$ cat config.mk
export PLATFORM = sky130hd
export DESIGN_NAME = sysmgr_rst_ctl
export DESIGN_NICKNAME = d
export VERILOG_FILES = /design/src/rtl/sysmgr_rst_ctl.sv
export SDC_FILE = /design/constraint.sdc
export NUM_CORES = 1
export LEC_CHECK = 0
export CAP_MARGIN = 10
export CORE_ASPECT_RATIO = 1.2
export CORE_MARGIN = 2
export CORE_UTILIZATION = 40
export DETAILED_ROUTE_END_ITERATION = 16
export SLEW_MARGIN = 20
export SYNTH_ARGS = -nofsm -noshare
export SYNTH_HDL_FRONTEND = slang
export SYNTH_SLANG_ARGS = --single-unit
export TNS_END_PERCENT = 100
$ cat constraint.sdc
create_clock -name clk -period 4.1 [get_ports clk]
set_input_delay 1.23 -clock clk [delete_from_list [all_inputs] [get_ports clk]]
set_output_delay 1.23 -clock clk [all_outputs]
set_load 0.02 [all_outputs]
$ cat src/rtl/sysmgr_rst_ctl.sv
// PLL/system-manager reset sequencer: accepts soft or debounced button requests,
// pulses pll_rst after a grace delay and supervises sys_rst recovery with retries.
module sysmgr_rst_ctl #(
  parameter int unsigned DELAY_CYCLES   = 1024,
  parameter int unsigned HOLD_CYCLES    = 16,
  parameter int unsigned TIMEOUT_CYCLES = 65536,
  parameter int unsigned MAX_RETRY      = 3,
  parameter int unsigned DEBOUNCE_BITS  = 16
) (
  input  logic       clk,
  input  logic       rst_n,
  input  logic       req_soft,
  input  logic       btn_n,
  input  logic       sys_rst,
  output logic       pll_rst,
  output logic       busy,
  output logic       fail,
  output logic [1:0] retry_cnt
);

  localparam int unsigned MAX_DH = (DELAY_CYCLES > HOLD_CYCLES) ? DELAY_CYCLES : HOLD_CYCLES;
  localparam int unsigned MAXC   = (MAX_DH > TIMEOUT_CYCLES) ? MAX_DH : TIMEOUT_CYCLES;
  localparam int unsigned CW     = (MAXC > 1) ? $clog2(MAXC) : 1;

  typedef enum logic [1:0] {S_IDLE, S_ARM, S_HOLD, S_WAIT} state_t;

  state_t                   state;
  logic [CW-1:0]            cnt;
  logic                     seen;
  logic [1:0]               btn_sync;
  logic [1:0]               srst_sync;
  logic [DEBOUNCE_BITS-1:0] db_cnt;
  logic                     btn_stable;
  logic                     btn_req;
  logic                     btn_s;
  logic                     srst_s;
  logic                     req;

  assign btn_s  = btn_sync[1];
  assign srst_s = srst_sync[1];
  assign req    = req_soft | btn_req;

  // Debounce counter only runs while the synchronized input disagrees with the accepted level.
  always_ff @(posedge clk) begin
    if (!rst_n) begin
      btn_sync   <= '1;
      srst_sync  <= '0;
      db_cnt     <= '0;
      btn_stable <= 1'b1;
      btn_req    <= 1'b0;
    end else begin
      btn_sync  <= {btn_sync[0], btn_n};
      srst_sync <= {srst_sync[0], sys_rst};
      btn_req   <= 1'b0;
      if (btn_s == btn_stable) begin
        db_cnt <= '0;
      end else if (db_cnt == '1) begin
        db_cnt     <= '0;
        btn_stable <= btn_s;
        btn_req    <= ~btn_s;
      end else begin
        db_cnt <= db_cnt + 1'b1;
      end
    end
  end

  always_ff @(posedge clk) begin
    if (!rst_n) begin
      state     <= S_IDLE;
      cnt       <= '0;
      seen      <= 1'b0;
      pll_rst   <= 1'b0;
      busy      <= 1'b0;
      fail      <= 1'b0;
      retry_cnt <= '0;
    end else begin
      case (state)
        S_IDLE: begin
          if (req) begin
            fail      <= 1'b0;
            retry_cnt <= '0;
            cnt       <= '0;
            busy      <= 1'b1;
            state     <= S_ARM;
          end
        end
        S_ARM: begin
          if (cnt == CW'(DELAY_CYCLES - 1)) begin
            cnt     <= '0;
            seen    <= 1'b0;
            pll_rst <= 1'b1;
            state   <= S_HOLD;
          end else begin
            cnt <= cnt + 1'b1;
          end
        end
        S_HOLD: begin
          seen <= seen | srst_s;
          if (cnt == CW'(HOLD_CYCLES - 1)) begin
            cnt     <= '0;
            pll_rst <= 1'b0;
            state   <= S_WAIT;
          end else begin
            cnt <= cnt + 1'b1;
          end
        end
        S_WAIT: begin
          seen <= seen | srst_s;
          // Release only counts once an assertion has been observed in this attempt.
          if (seen && !srst_s) begin
            busy  <= 1'b0;
            state <= S_IDLE;
          end else if (cnt == CW'(TIMEOUT_CYCLES - 1)) begin
            cnt <= '0;
            if (retry_cnt < 2'(MAX_RETRY)) begin
              retry_cnt <= retry_cnt + 1'b1;
              seen      <= 1'b0;
              pll_rst   <= 1'b1;
              state     <= S_HOLD;
            end else begin
              fail  <= 1'b1;
              busy  <= 1'b0;
              state <= S_IDLE;
            end
          end else begin
            cnt <= cnt + 1'b1;
          end
        end
        default: state <= S_IDLE;
      endcase
    end
  end

endmodule
Word level (Yosys, flattened, before mapping) --
Cells that the tools add are included.
Storage, ports and cells: register bits after elaboration 46, bits of input ports 5, output and inout bits 5, logic and storage cells 93
Operators by class: add/subtract/negate cells 3, order comparisons 1, equality and inequality tests 17, muxes and demuxes 39, bitwise logic cells 6, reductions and logical operators 15
Operators with widths (count):
- 2-to-1 mux 16 bit | 5
- case mux 16 bit (4 select lines) | 1
- adder 16 x 1 -> 16 bit (second input constant) | 2
- == test 16 bit (second input constant) | 2
- 2-to-1 mux 2 bit | 10
- 2-to-1 mux 1 bit | 17
- == test 16 x 10 -> 1 bit (second input constant) | 1
- == test 16 x 4 -> 1 bit (second input constant) | 1
- != test 2 bit (second input constant) | 7
- AND reduction 5 bit | 2
- case mux 2 bit (4 select lines) | 1
- AND reduction 4 bit | 2
- != test 3 bit (second input constant) | 2
- case mux 1 bit (3 select lines) | 2
- AND reduction 2 bit | 3
- AND reduction 6 bit | 1
- OR reduction 3 bit | 2
- == test 2 bit (second input constant) | 2
- inverter 1 bit | 4
- case mux 1 bit (2 select lines) | 2
- case mux 2 bit (2 select lines) | 1
- nonzero test 3 bit | 1
- adder 2 x 1 -> 2 bit (second input constant) | 1
- == test 2 x 1 -> 1 bit (second input constant) | 1
- 7 further kinds | 8

Depth between registers and ports, before layout --
depth in word-level cells 5, mapped depth 7, mapped depth without buffers 6

Worst setup path after synthesis --
Ideal clock, no wire load.
kind input -> register, start point input req_soft, end point register cnt[3], setup time 115 ps, data arrival time 2251 ps, required time 3985 ps, path slack 1734 ps, stages on the path 6, path buffers 1, cells stage by stage nor2_1 a22oi_2 o21ai_1 o31ai_4 buf_6 nor2_2
On the way: longest elaborated chain between the ends 3
Ends and longest elaborated chain:
- start, declared | RTL line 12 | input logic req_soft,
- bitwise OR 1 bit | RTL line 41 | assign req = req_soft | btn_req;
- != test 2 bit (no source line)
- AND reduction 2 bit (no source line)
- end signal, assigned | RTL line 94 | cnt <= cnt + 1'b1;
- end signal, assigned | RTL line 104 | cnt <= cnt + 1'b1;
- end signal, assigned | RTL line 126 | cnt <= cnt + 1'b1;
- end, declared | RTL line 28 | logic [CW-1:0] cnt;
No other way between the ends. A chain may end at the register's enable or synchronous reset.

Final worst setup path --
start point input req_soft, end point register cnt[0]
The elaborated chain is that of the path after synthesis.

==> out/metrics.cfg <==
[routing]
viasPerCell = 5.26
remaining_drc_errors = 0
postRouteAntennaNets = 0
num_vias = 1682
firstDrtPassIters = 4
routed_wl_mm = 4.13
drt_iter0_drc = 50
detail_route.wl_per_cell_um = 12.9

[global_routing]
antenna_found_initial = 0
grt.overflow.total = 0
grt_max_degree = 17
grt_pass1_wl_mm = 7.43
grt_pass1_vias = 1606
grt_use_total_pct = 15.1

[sta]
setup_tns_ns = 0
rsz0062_at_grt = no
maxSlewViolCount = 0
setup_violations = 0
fmax_mhz = 328
holdWs_ns = 0.420
min_period_ns = 3.05
worst_pin_slew_ns = 0.709
finalCritPeriodShare_pct = 74.3
hold_viol = 0
relSlewSlack_pct = 52.8
clock_skew_ns = 0.00833

[clock_network]
clk_latency_ns = 0.30
cts-root-buf = clkbuf_8
cts_resized = 0
clockBufferDepth = 2
post_cts_buffers = 0
hold_buffers = 0
cts_htree_levels = 2
cts.sinks = 46
cts_tree = done
cts_made_buffers = 5
clk_pin_slew_worst_paths_ns = 0.08

[final_layout]
layout-drive-gt1-share_pct = 11.2
nets = 266
n_antenna_cell = 0
stdcell_count = 320
fin_util_pct = 46.2
syn2layout_area_growth_pct = 11.1
nFillCells = 515

[worst_setup_path]
path_delay_family = compound AO/OA/AOI/OAI gates
cp-end-kind = flip-flop
worstPathCellList = clkdlybuf4s50_1 -> nor2_1 -> a22oi_2 -> o21ai_1 -> o31ai_4 -> nor2_1
max_stage_delay_ns = 0.69
path_buf_inv = 1
arrival_ns = 3.20
start_kind = input pin
cp_common_cell = nor2_1
required_ns = 4.25
crit_slowest_cell = o31ai_4
critPathMaxFanout = 11
path_class = in -> reg

[placement]
dp_cells = 313
io_buffers = 9
gp_congestion = 0.758
place_hpwl_mm = 2.93

[synthesis]
seq_area_frac_synth_pct = 41.5
synth_most_common_cell = dfxtp_1
mappedNetlistArea_um2 = 2220
yosys.area.top_type = dfxtp_1
synth_top_flop_cell = dfxtp_1
syn_area_per_cell_um2 = 8.91
synth_area_leaders = dfxtp_1 42%, xor2_1 5.5%, nor2_1 5.1%
syn-num-nets = 257
synth_common_cells = 46 x dfxtp_1, 30 x nor2_1, 22 x nand2_1
synth-seq-cells = 46
synth_cells = 249
ys_types = 46
synth-edff-count = 0
yosysWarnings = 0
synth_top_area_share_pct = 41.5
synthArstFlopShare_pct = 0

[floorplanning]
core-area_um2 = 5330
io_pins = 10
die_w_um = 72.0
fp.dieArea_um2 = 6160
initial_core_util_pct = 41.6
chipHeight_um = 85.6
rows = 29

[min_path]
hold_class = reg -> reg

[status]
status = finished, final reports clean

[job]
maxCapViolCount = 0

[pwr]
powerDensity_nw_per_um2 = 345
vdd_drop_max_uv = 202
leakage_uw = 0.000814

[layer usage]
| layer | global-route usage [%] | wire length [um] | vias to the layer above |
|---|---|---|---|
| met4 | 4.80 | 60 | 0 |
| met3 | 3.06 | 103 | 7 |
| li1 | - | - | 887 |
| met5 | 0 | 0 | - |
| met2 | 24.4 | 1880 | 15 |
| met1 | 20.0 | 2090 | 773 |
[per-stage QoR]
| step | setup WS [ns] | power (uW) | cell area [um2] |
|---|---|---|---|
| 5_1_grt | 0.871 | 890 | 2460 |
| 3_5_place_dp | 0.751 | 519 | 2350 |
| 4_1_cts | 1.06 | 863 | 2460 |
| 2_1_floorplan | 1.73 | 505 | 2220 |
| 3_3_place_gp | 0.807 | 518 | 2350 |
| 6_report | 1.05 | 851 | 2460 |
[power by group]
part / internal (uW) / switching, uW
logic: 19.8 / 29.6
clock network: 195 / 148
registers: 452 / 6.13
[worst reg2reg max path, cell delays in order (launching register included)]
cell	delay (ns)
dfxtp_1	0.40
ha_1	0.20
nand3_1	0.38
nor4_4	0.48
o21ai_1	0.17
o31ai_4	0.69
nor2_1	0.14
[final timing paths]
path / to / depth (start not counted) / from / slack (ns)
max: cnt[0] / 6 / req_soft / 1.05
min: btn_sync[1] / 1 / btn_sync[0] / 0.42
max reg2reg: cnt[0] / 6 / cnt[0] / 1.50
min reg2reg: btn_sync[1] / 1 / btn_sync[0] / 0.42
[layout by cell type (no fill, tap or decap), types with 2 or more instances in the layout]
cell	instances
nand3_1	14
and2_1	3
or2_1	2
a21oi_1	6
nand2_1	22
ha_1	3
or4_1	3
o21ai_1	2
nor3_1	10
xor2_1	14
clkdlybuf4s50_1	9
dfxtp_1	46
and3_1	4
nor4_4	3
or3_1	2
nor2_1	30
o21ai_0	3
xnor2_1	12
and4_1	4
nor2_2	10
nand4_1	6
nor4_1	6
nand2b_1	3
clkbuf_8	6
nor3_2	2
mux2i_1	4
o211ai_1	2
inv_1	8
[final cells by class]
cell class | count | area [um2] | area share [%]
sequential | 46 | 921 | 37.4
clock inverter | 1 | 30.0 | 1.22
clock buffer | 6 | 82.6 | 3.35
multi-input combinational | 187 | 1230 | 49.7
inverter | 8 | 30.0 | 1.22
tap | 62 | 77.6 | 3.15
timing repair buffer | 10 | 97.6 | 3.96
[kinds of logic (layout without fill, tap and decap cells)]
group / count (synthesis) / in the layout / synth area share [%]
muxes: 4 / 4 / 1.80
buffers and inverters: 16 / 25 / 3.21
DFF: 46 / 46 / 41.5
adders and majority gates: 3 / 3 / 1.69
xor gates and xnor gates: 26 / 26 / 10.3
AOI/OAI and AO/OA: 25 / 25 / 8.57
and+or+nand+nor: 129 / 129 / 32.9
[sequential cells by signal, summed over array words and instances, names as in the netlist, 2 cells and up]
name / count
btn_sync: 2
db_cnt: 16
srst_sync: 2
retry_cnt: 2
cnt: 16
state: 2
Power figures use the tool's default switching activity.
